`config.mk`:
```
export PLATFORM = sky130hd
export DESIGN_NAME = codec_i2c_responder
export DESIGN_NICKNAME = d
export VERILOG_FILES = /design/src/rtl/codec_i2c_responder.sv
export SDC_FILE = /design/constraint.sdc
export NUM_CORES = 1
export LEC_CHECK = 0
export CAP_MARGIN = 10
export CORE_MARGIN = 3
export CORE_UTILIZATION = 40
export CTS_CLUSTER_DIAMETER = 50
export DETAILED_ROUTE_END_ITERATION = 12
export PLACE_DENSITY = 0.6
export SLEW_MARGIN = 25
export SYNTH_ARGS = -nofsm -noshare
export SYNTH_HDL_FRONTEND = slang
export SYNTH_SLANG_ARGS = --single-unit
```
`constraint.sdc`:
```
create_clock -name clk -period 8 [get_ports clk]
set_input_delay 2.4 -clock clk [delete_from_list [all_inputs] [get_ports clk]]
set_output_delay 2.4 -clock clk [all_outputs]
set_load 0.02 [all_outputs]
```
`src/rtl/codec_i2c_responder.sv`:
```
// codec_i2c_responder: write-only I2C target that loads 9-bit codec registers into a 16-entry file
// Ports: clk/rst_n system clock and async active-low reset; scl/sda_in raw bus inputs;
// sda_pull open-drain low drive; reg_valid/reg_addr/reg_data last committed write;
// rd_addr/rd_data combinational regfile readback; busy between START and STOP;
// frame_err pulse on a truncated transaction.
module codec_i2c_responder #(
  parameter logic [6:0] DEV_ADDR = 7'h1A,
  parameter int SYNC_STAGES = 2
) (
  input  logic       clk,
  input  logic       rst_n,
  input  logic       scl,
  input  logic       sda_in,
  output logic       sda_pull,
  output logic       reg_valid,
  output logic [6:0] reg_addr,
  output logic [8:0] reg_data,
  input  logic [3:0] rd_addr,
  output logic [8:0] rd_data,
  output logic       busy,
  output logic       frame_err
);
  typedef enum logic [2:0] {IDLE, DEV, ACK_DEV, BYTE1, ACK1, BYTE2, ACK2, IGNORE} state_t;
  state_t state, state_n;
  logic [SYNC_STAGES-1:0] scl_sr, sda_sr;
  logic scl_p, sda_p, scl_s, sda_s;
  logic start, stop, scl_rise, scl_fall;
  logic [2:0] cnt, cnt_n;
  logic [6:0] sh, sh_n;
  logic [7:0] b1, b1_n, byte_in;
  logic pull_n, commit, ferr_n;
  logic [8:0] regs [16];
  // Synchronisers reset to the idle-bus level so reset release never looks like an edge
  always_ff @(posedge clk or negedge rst_n)
    if (!rst_n) begin
      scl_sr <= '1;
      sda_sr <= '1;
      scl_p  <= 1'b1;
      sda_p  <= 1'b1;
    end else begin
      scl_sr <= {scl_sr[SYNC_STAGES-2:0], scl};
      sda_sr <= {sda_sr[SYNC_STAGES-2:0], sda_in};
      scl_p  <= scl_s;
      sda_p  <= sda_s;
    end
  assign scl_s    = scl_sr[SYNC_STAGES-1];
  assign sda_s    = sda_sr[SYNC_STAGES-1];
  assign start    = scl_s & scl_p & sda_p & ~sda_s;
  assign stop     = scl_s & scl_p & ~sda_p & sda_s;
  assign scl_rise = scl_s & ~scl_p;
  assign scl_fall = ~scl_s & scl_p;
  assign byte_in  = {sh, sda_s};
  assign busy     = state != IDLE;
  assign rd_data  = regs[rd_addr];
  always_comb begin
    state_n = state;
    cnt_n   = cnt;
    sh_n    = sh;
    b1_n    = b1;
    pull_n  = sda_pull;
    commit  = 1'b0;
    ferr_n  = 1'b0;
    if (start || stop) begin
      state_n = start ? DEV : IDLE;
      cnt_n   = 3'd0;
      pull_n  = 1'b0;
      ferr_n  = state inside {BYTE1, ACK1, BYTE2} || (state == DEV && cnt != 3'd0);
    end else if (state inside {DEV, BYTE1, BYTE2} && scl_rise) begin
      sh_n  = byte_in[6:0];
      cnt_n = cnt + 3'd1;
      if (cnt == 3'd7) begin
        state_n = state == DEV ? ((byte_in[7:1] == DEV_ADDR && !byte_in[0]) ? ACK_DEV : IGNORE)
                : state == BYTE1 ? ACK1 : ACK2;
        b1_n    = state == BYTE1 ? byte_in : b1;
        commit  = state == BYTE2;
      end
    end else if (state inside {ACK_DEV, ACK1, ACK2} && scl_fall) begin
      // First falling edge in an ACK state grabs sda, the next one lets go and moves on
      pull_n  = !sda_pull;
      state_n = !sda_pull ? state : state == ACK_DEV ? BYTE1 : state == ACK1 ? BYTE2 : IGNORE;
    end
  end
  always_ff @(posedge clk or negedge rst_n)
    if (!rst_n) begin
      state     <= IDLE;
      cnt       <= '0;
      sh        <= '0;
      b1        <= '0;
      sda_pull  <= 1'b0;
      reg_valid <= 1'b0;
      frame_err <= 1'b0;
      reg_addr  <= '0;
      reg_data  <= '0;
    end else begin
      state     <= state_n;
      cnt       <= cnt_n;
      sh        <= sh_n;
      b1        <= b1_n;
      sda_pull  <= pull_n;
      reg_valid <= commit;
      frame_err <= ferr_n;
      if (commit) begin
        reg_addr <= b1[7:1];
        reg_data <= {b1[0], byte_in};
      end
    end
  // Register 0x0F acts as a reset command for the whole file
  always_ff @(posedge clk or negedge rst_n)
    if (!rst_n) begin
      for (int i = 0; i < 16; i++) regs[i] <= '0;
    end else if (reg_valid) begin
      if (reg_addr == 7'h0F) for (int i = 0; i < 16; i++) regs[i] <= '0;
      else if (reg_addr < 7'h0F) regs[reg_addr[3:0]] <= reg_data;
    end
endmodule
```
# Yosys cells after proc, flatten, opt, wreduce, memory -nomap -nowiden
# Cells that the tools add are included.
# Widths: inputs -> output; s select.
# op_classes
muxes	28
eq_ne	11
addsub	1
n_reduce_logical	24
bitwise	14
magnitude_cmp	4
# op_table
operator	count
$mux 144	2
$bwmux 144	1
$bmux 9 s4	1
$demux 9 s4	1
$mux 3	10
$mux 9	3
$reduce_bool 3->1	7
$eq 3x3->1 const B	4
$ge 5x5->1 const B	2
$not 4->5	2
$mux 1	8
$and 1x1->1	7
$eq 7x4->1 const B	1
$eq 7x5->1 const B	1
$lt 7x4->1 const B	1
$eq 3x2->1 const B	2
$reduce_and 2->1	3
$reduce_bool 2->1	3
$logic_and 1x1->1	5
$lt 5x1->1 const B	1
$not 1->1	5
$mux 2	2
$reduce_and 4->1	1
$add 3x1->3 const B	1
other kinds (6)	8
# word_totals
output_inout_bits	29
regBits	190
input_bits	8

# Logic depth before layout (Yosys ltp)
# depth
ltp_word	8
mapped_depth	8
depth_no_buf	6

# Worst setup path after synthesis
# OpenSTA, ideal clock, no wires.
# synth_timing
path_kind	input-to-output
start	in rd_addr[0]
end	out rd_data[5]
t_arrival_ps	3802
path_slack_ps	1798
cell_stages	5
required_time_ps	5600
path_cell_list	buf_2 -> buf_2 -> mux4_2 -> a22oi_1 -> nand2_1
# synth_between
elab_chain_cells	4
# synth_rtl
item	line	text
from (decl)	18	input logic [3:0] rd_addr,
$not 4->5 (not written as such)	54	assign rd_data = regs[rd_addr];
$bmux 9 s4	54	
$mux 9 (not written as such) (2 in a row)	54	
to (decl)	19	output logic [8:0] rd_data,
# Every way passes these cells. The select of a mux whose other input is x is not followed.

# Worst setup path in the final report
# layout_timing
start	in rd_addr[1]
end	out rd_data[8]
# Same word-level chain as after synthesis.

==> reports/metrics.yaml <==
timing:
  tightest_slew_ps: 959
  drv_slew: 0
  finClkSkew_ps: 11.6
  layout_min_cycle_time_ps: 7120
  relSlewSlack: 0.359
  tns_ps: 0
  finalSetupViolCount: 0
  fin_crit_sh: 0.890
  fmax_mhz: 140
  rsz0062_at_grt: "no"
  hold_ws_ps: 357
  hold_violations: 0
cts:
  numCtsBuffers: 17
  clock_latency_ps: 430
  post_cts_resize_count: 0
  ctsHoldBuffers: 0
  cts_tree: "done"
  cts_sinks: 190
  cts_max_level: 4
  cts_setup_buffers: 0
  clk_pin_slew_ps: 60
  root_buffer: "clkbuf_16"
  cts.path.max_buffers: 2
yosys:
  synthArstFlopShare: 1.00
  synthMostInstantiatedCell: "dfrtp_1"
  synth_top_family_by_area: "compound AO/OA/AOI/OAI gates"
  synth_compound_area_frac: 0.158
  synth_common_cells: "184 x dfrtp_1, 105 x a22o_1, 88 x nand2_1"
  synth-simple-area-share: 0.118
  seq_area_frac_synth: 0.569
  synth.largest_area_cell: "dfrtp_1"
  synth.top_cells.by_area: "dfrtp_1 55%, a22o_1 11%, mux4_2 9.7%"
  synthesis.nets: 662
  synth_top_area_frac: 0.550
  synth_xor_area_frac: 0.00314
  synthDistinctLibCells: 51
  yosys_most_used_dff: "dfrtp_1"
  syn-cell-area_um2: 8370
  ys_ff_latch: 190
  synth_edf_count: 0
  syn-instance-count: 651
  yosysWarnings: 0
  muxShareOfSynthArea: 0.118
  syn_avg_cell_area_um2: 12.9
  synth-adder-area-share: 0.00448
run_status:
  status: "finished clean"
power:
  clkPwrFrac: 0.442
  switching_share: 0.230
  power.density_nw_per_um2: 206
  p_sw_uw: 454
  peakVddDrop_mv: 0.130
  p_int_mw: 1.52
  seqPwrFrac: 0.513
  p_leak_nw: 4.27
  comb_power_share: 0.045
  design_power_total_mw: 1.97
route:
  ant_nets: 0
  routed_wirelength_um: 22200
  vias: 5680
  drc_errors: 0
  vias_per_cell: 5.93
  wl_per_cell_um: 23.1
  dr.pass1.iters: 5
  first_iter_violations: 514
global_route:
  grt_pass1_vias: 5631
  grtUsageTotal: 0.204
  grt_max_degree: 90
  grt_pass1_wl_um: 34800
  antenna_found_initial: 0
  grt_overflow: 0
setup_path:
  required_ps: 5600
  cp-start-kind: "primary input"
  setup.worst_path.end_class: "output port"
  cp.arrival_ps: 4720
  crit_type: "primary input to output port"
  cp_max_fo: 36
floorplanning:
  initial_core_util: 0.411
  row_count: 52
  ioPinCount: 37
  die_height_um: 151
  die_x_um: 151
  dieArea_um2: 22700
  coreArea_um2: 20400
layout:
  final_core_util: 0.471
  stdcell_count: 958
  fillers: 1791
  syn_to_final_growth_pct: 14.7
  drive_gt1_frac: 0.189
  num_antenna_cells: 0
  final_net_count: 687
place:
  io_buffer_count: 36
  place.gp.congestion: 0.809
  hpwl_um: 14500
  place_inst: 927
run:
  cap_violations: 0
hold_path:
  min_path_type: "register to register"
==> state kept, by name (all words and copies together), names as in the netlist, 2 cells and up <==
register	count
regs	144
reg_data	9
b1	8
reg_addr	7
sh	7
cnt	3
state	3
scl_sr	2
sda_sr	2
==> critical path, stage by stage <==
cell and delay [ps]:
clkdlybuf4s50_1 460, buf_4 430, mux4_2 400, a22oi_1 360, nand2_1 110, clkdlybuf4s50_1 550
==> through the flow <==
| step | setup slack, ps | area (um^2) |
|---|---|---|
| 6_report | 880 | 9600 |
| 5_1_grt | 805 | 9600 |
| 4_1_cts | 854 | 9590 |
| 3_5_place_dp | 873 | 8990 |
| 3_3_place_gp | 865 | 8990 |
| 2_1_floorplan | 1800 | 8370 |
==> cells in the final DEF, fill, tap and decap left out, types with 16 or more instances in the layout <==
cell and count:
dfrtp_1 184, a22o_1 105, nand2_1 88, o21ai_0 40, mux4_2 36, clkdlybuf4s50_1 34, a22oi_1 18, clkbuf_16 17
mux2_2 16
==> final timing paths <==
kind / slack [ps] / depth (start not counted) / endpoint / from
max: 880 / 6 / rd_data[8] / rd_addr[1]
min: 360 / 0 / scl_sr[1]$_DFF_PN1_ / scl_sr[0]$_DFF_PN1_
max reg2reg: 5250 / 5 / regs[80]$_DFFE_PN0P_ / reg_addr[0]$_DFFE_PN0P_
min reg2reg: 360 / 0 / scl_sr[1]$_DFF_PN1_ / scl_sr[0]$_DFF_PN1_
max in group asynchronous: 4790 / 2 / regs[72]$_DFFE_PN0P_ / rst_n
min in group asynchronous: 2040 / 1 / regs[94]$_DFFE_PN0P_ / rst_n
==> power groups by stage <==
stage               logic [mW]  registers, mW  clock network, mW
detailed placement      0.0922           1.03                  0
finish                  0.0892           1.01              0.871
CTS                     0.0925           1.01              0.887
global route             0.103           1.02              0.923
floorplan               0.0542           1.02                  0
global placement        0.0886           1.03                  0
==> area by class of cell <==
| type | instances | area (um^2) | area share |
|---|---|---|---|
| Sequential cell | 190 | 4760 | 0.496 |
| Timing Repair Buffer | 50 | 477 | 0.0497 |
| Tap cell | 270 | 338 | 0.0352 |
| Clock buffer | 18 | 439 | 0.0457 |
| Clock inverter | 13 | 161 | 0.0168 |
| Multi-Input combinational cell | 405 | 3380 | 0.352 |
| Inverter | 12 | 45.0 | 0.00469 |
==> cells by family (layout without fill, tap and decap cells) <==
family,Yosys count,after routing
mux,52,52
xor+xnor,3,3
fa+ha+maj,3,3
buf+inv,56,93
compound gates,173,173
simple gates,174,174
flops,190,190
==> layer usage <==
| metal | GRT usage | part of all wire |
|---|---|---|
| met5 | 0 | 0 |
| met4 | 0.0535 | 0.011 |
| met3 | 0.0325 | 0.064 |
| met2 | 0.302 | 0.46 |
| met1 | 0.314 | 0.47 |
No activity file was read; power rests on OpenSTA's default activity.
